==> src/rtl/coefficient_bank.sv <==
// rtl/coefficient_bank.sv - four-entry FIR coefficient bank with modwait handshake
module coefficient_bank #(
    parameter int DATA_WIDTH  = 16,
    parameter int LOAD_CYCLES = 2
) (
    input  logic                  clk,
    input  logic                  n_reset,
    input  logic                  load_coeff,
    input  logic [1:0]            coefficient_num,
    input  logic                  clear_coefficient,
    input  logic [DATA_WIDTH-1:0] fir_coefficient_in,
    output logic                  modwait,
    output logic [DATA_WIDTH-1:0] coeff0,
    output logic [DATA_WIDTH-1:0] coeff1,
    output logic [DATA_WIDTH-1:0] coeff2,
    output logic [DATA_WIDTH-1:0] coeff3,
    output logic                  coeff_set_valid,
    output logic                  load_err
);

    typedef enum logic {
        IDLE = 1'b0,
        BUSY = 1'b1
    } state_t;

    localparam logic [3:0] BUSY_INIT = 4'(LOAD_CYCLES - 1);

    state_t                r_state;
    logic [3:0]            r_counter;
    logic [3:0]            r_mask;
    logic [DATA_WIDTH-1:0] r_coeff [4];
    logic                  r_modwait;
    logic                  r_valid;
    logic                  r_err;

    logic                  w_accept;
    logic [3:0]            w_sel;
    logic [3:0]            w_mask_eff;

    assign w_accept   = load_coeff && (r_state == IDLE);
    assign w_sel      = 4'b0001 << coefficient_num;
    // A write landing on the same edge as a clear still counts toward the set
    assign w_mask_eff = r_mask | (w_accept ? w_sel : 4'b0000);

    always_ff @(posedge clk or negedge n_reset) begin
        if (!n_reset) begin
            r_state   <= IDLE;
            r_counter <= 4'd0;
            r_mask    <= 4'b0000;
            r_modwait <= 1'b0;
            r_valid   <= 1'b0;
            r_err     <= 1'b0;
            for (int i = 0; i < 4; i++) begin
                r_coeff[i] <= '0;
            end
        end else begin
            case (r_state)
                IDLE: begin
                    if (load_coeff) begin
                        r_coeff[coefficient_num] <= fir_coefficient_in;
                        r_mask                   <= r_mask | w_sel;
                        r_valid                  <= 1'b0;
                        r_counter                <= BUSY_INIT;
                        r_modwait                <= 1'b1;
                        r_state                  <= BUSY;
                    end
                end
                BUSY: begin
                    if (load_coeff) begin
                        r_err <= 1'b1;
                    end
                    if (r_counter == 4'd0) begin
                        r_modwait <= 1'b0;
                        r_state   <= IDLE;
                    end else begin
                        r_counter <= r_counter - 4'd1;
                    end
                end
                default: r_state <= IDLE;
            endcase

            // Clear is evaluated last so it overrides the load's valid de-assert
            if (clear_coefficient) begin
                r_mask <= 4'b0000;
                if (w_mask_eff == 4'b1111) begin
                    r_valid <= 1'b1;
                end else begin
                    r_valid <= 1'b0;
                    r_err   <= 1'b1;
                end
            end
        end
    end

    assign modwait         = r_modwait;
    assign coeff0          = r_coeff[0];
    assign coeff1          = r_coeff[1];
    assign coeff2          = r_coeff[2];
    assign coeff3          = r_coeff[3];
    assign coeff_set_valid = r_valid;
    assign load_err        = r_err;

    logic w_unused;
    assign w_unused = w_accept & 1'b0;

endmodule

==> config.mk <==
export PLATFORM = sky130hd
export DESIGN_NAME = coefficient_bank
export DESIGN_NICKNAME = d
export VERILOG_FILES = /design/src/rtl/coefficient_bank.sv
export SDC_FILE = /design/constraint.sdc
export NUM_CORES = 1
export LEC_CHECK = 0
export CAP_MARGIN = 15
export CORE_ASPECT_RATIO = 1.5
export CORE_MARGIN = 2
export CORE_UTILIZATION = 40
export DETAILED_ROUTE_END_ITERATION = 10
export GPL_TIMING_DRIVEN = 0
export PLACE_DENSITY = 0.69
export REMOVE_ABC_BUFFERS = 1
export SYNTH_ARGS = -nofsm -noshare
export SYNTH_HDL_FRONTEND = slang
export SYNTH_SLANG_ARGS = --single-unit
export TNS_END_PERCENT = 100
==> constraint.sdc <==
create_clock -name clk -period 1.87 [get_ports clk]
set_input_delay 0.374 -clock clk [delete_from_list [all_inputs] [get_ports clk]]
set_output_delay 0.374 -clock clk [all_outputs]
set_load 0.02 [all_outputs]
==> summary.txt <==
Status
  – Run status: completed

Placed design
  – Gpl congestion: 0.757
  – IO buf count: 88
  – Placed insts: 381
  – DP Area: 0.00400 mm²
  – DP HPWL: 4.21 mm

Power and ir drop
  – Leakage Power: 1.78 nW
  – Sequential Power Share: 38.8%
  – Switching portion of total power: 34.9%
  – Pwr per Cell Area: 1750 mW/mm²
  – Max IR drop VDD: 0.974 mV
  – Comb power frac: 47.6%
  – Power Total: 7.28 mW
  – Clk pwr share: 13.6%
  – Sw Pwr: 2.54 mW
  – Internal power: 4.74 mW

Drt
  – WL final: 6.33 mm
  – Drt via density: 4.82
  – DR vias: 1,908
  – Wire length per cell: 16.0 µm
  – Antenna viol nets, final: 0
  – 1st-pass router iterations: 2
  – Initial DRC count: 61
  – Number of remaining DRC errors: 0

CTS
  – CTS sink count: 76
  – CTS tree: done
  – Clock tree buffer depth: 2
  – Clock slew at reported path FFs: 0.07 ns
  – Root Buffer: clkbuf_8
  – # H-tree levels: 3
  – Num CTS Buffers: 9
  – Clk Latency, worst-skew pair: 0.34 ns

Hold path
  – Worst hold path type: reg -> reg
  – HP Start: load_err

Layout
  – Fin cells: 396
  – Fill count: 630
  – Layout cell share with drive strength beyond 1: 27.7%
  – Final net count: 318
  – Number of inserted diodes: 0
  – Multi-input logic area: 0.00106 mm²
  – Layout area overhead: 38.3%
  – Design area: 0.00417 mm²
  – FF+latch area: 0.00190 mm²

Yosys
  – Register area share after synthesis: 63.1%
  – Largest cells by area after synthesis: dfrtp_1 (63%), mux2_2 (24%), mux2i_1 (1.3%)
  – Distinct cells, synth: 28
  – Yosys top cell area share: 63.1%
  – Synthesized flop and latch total: 76
  – Warnings, synthesis: 0
  – Largest area contributor in the netlist: dfrtp_1
  – Post-Synthesis Cells: 200
  – Mapped Area: 0.00302 mm²
  – Mapped Avg Cell Area: 15.1 µm²

Job
  – Max-cap violations: 0

GRT
  – Largest net degree at the start of global routing: 43
  – Vias in the first global route: 1,963
  – Grt ovf: 0
  – Initial antenna violation count: 0
  – Total GRT Usage: 16.7%
  – First-pass GRT wire length: 9.94 mm

Die
  – Row cnt: 38
  – DIE HEIGHT: 110 µm
  – Core area: 0.00727 mm²
  – Die area: 0.00826 mm²
  – Die width: 74.9 µm
  – Top Ports: 89
  – Initial Util: 41.5%

Timing
  – RSZ-0062 raised after global routing: false
  – Final setup vio count: 0
  – Pins over their slew limit: 0
  – Setup Skew: 0.00681 ns
  – Fin. Hold Viols: 0
  – Worst Tran Pin Value: 0.485 ns
  – Max Freq: 562 MHz
  – Crit path time final: 1.78 ns
  – Rel. slew slack: 67.7%
  – Crit share post-route: 95.1%

Setup path
  – Worst path required time: 2.10 ns
  – Worst setup path category: in -> reg
  – CP Launch Type: input port
  – Worst Setup End Kind: register
  – Worst setup path start: coefficient_num[0]
  – Max FO, Critical Path: 17
  – Worst R2R Start: r_state
  – Crit path arrival time: 2.00 ns
[state kept, by name, indices dropped and copies added, names as in the netlist]
name and count:
modwait 1, r_counter 4, r_state 1, coeff1 16, load_err 1, coeff3 16
r_mask 4, coeff2 16, coeff_set_valid 1, coeff0 16
[cells in the mapped netlist]
cell / count
dfrtp_1: 76
mux2_2: 64
nor2_1: 7
nand2_1: 6
inv_1: 5
a21oi_1: 4
buf_2: 4
mux2i_1: 4
a21o_1: 2
a31oi_1: 2
and4bb_2: 2
buf_4: 2
clkbuf_1: 2
ha_1: 2
nand2b_1: 2
nor2b_1: 2
nor3_1: 2
o311ai_0: 2
a211oi_1: 1
and2b_1: 1
and3_1: 1
buf_6: 1
nand3_1: 1
nand3_2: 1
nand3b_1: 1
nor4b_4: 1
o21ai_0: 1
or3b_2: 1
[layer usage]
metal	routed length, µm	GRT usage (%)
met5	0	0
met1	2720	20.6
met3	328	5.36
met4	139	8.42
met2	3140	25.9
[worst max-delay path, stage by stage]
cell and delay, ns:
clkdlybuf4s50_1 0.60, and4bb_4 0.65, mux2_2 0.38
[metrics by stage]
stage | setup TNS (ns) | utilization, % | setup slack (ns) | hold WS [ns]
6_report | 0 | 57.3 | 0.0911 | 0.497
5_1_grt | 0 | 57.3 | 0.0347 | 0.525
4_1_cts | 0 | 57.3 | 0.109 | 0.497
2_1_floorplan | 0 | - | 0.147 | 0.0784
3_3_place_gp | -205.05 | 54.5 | -2.27 | 0.479
3_5_place_dp | -28.30 | 55.0 | -0.604 | 0.356
[cell usage in the layout (no fill, tap or decap), types with 2 or more instances in the layout]
master           count
clkdlybuf4s50_1     87
and4bb_4             2
nand2b_1             2
nor3_1               2
clkbuf_8             9
o311ai_0             2
a21oi_1              4
ha_1                 2
nor2_1               7
mux2_2              64
nand2_1              6
clkbuf_1             4
a21o_1               2
inv_1                5
a31oi_1              2
mux2i_1              4
dfrtp_1             76
buf_4                2
nor2b_1              2
[area by class of cell]
class,count,area share [%]
sequential,76,45.6
multi-input combinational,110,25.3
timing repair buffer,92,22.3
clock buffer,13,3.33
tap,100,3.00
inverter,5,0.450
[worst paths after layout]
path | endpoint | slack [ns] | cells after the start
worst max register to register | coeff1[14] | 0.14 | 2
worst min-delay path | load_err | 0.50 | 2
min in group asynchronous | coeff2[6] | 0.54 | 2
max in group asynchronous | r_mask[2] | 0.75 | 3
worst max-delay path | coeff2[3] | 0.09 | 3
worst min register to register | load_err | 0.50 | 2
[cells by family after synthesis]
group | synth area share (%)
DFF | 63.1
AOI/OAI and AO/OA | 2.57
buffers and inverters | 2.41
muxes | 25.2
and+or+nand+nor | 5.89
adders and majority gates | 0.830
[power groups by stage]
stage	sequential, mW	clock (mW)	combinational, mW
2_1_floorplan	3.70	0	0.888
3_3_place_gp	2.84	0	3.44
3_5_place_dp	2.86	0	3.49
4_1_cts	2.84	1.03	3.52
5_1_grt	2.94	1.09	3.68
6_report	2.83	0.987	3.47
[repair_timing]
item | 4_1_cts | 5_1_grt
resized for setup | 3 | 0
buffers inserted | 1 | 0
endpoints found under the hold margin | 34 | 0
endpoints found under the setup margin | 49 | 0
hold buffers | 1 | 0
Note: power is estimated with default switching activity, not from simulation.
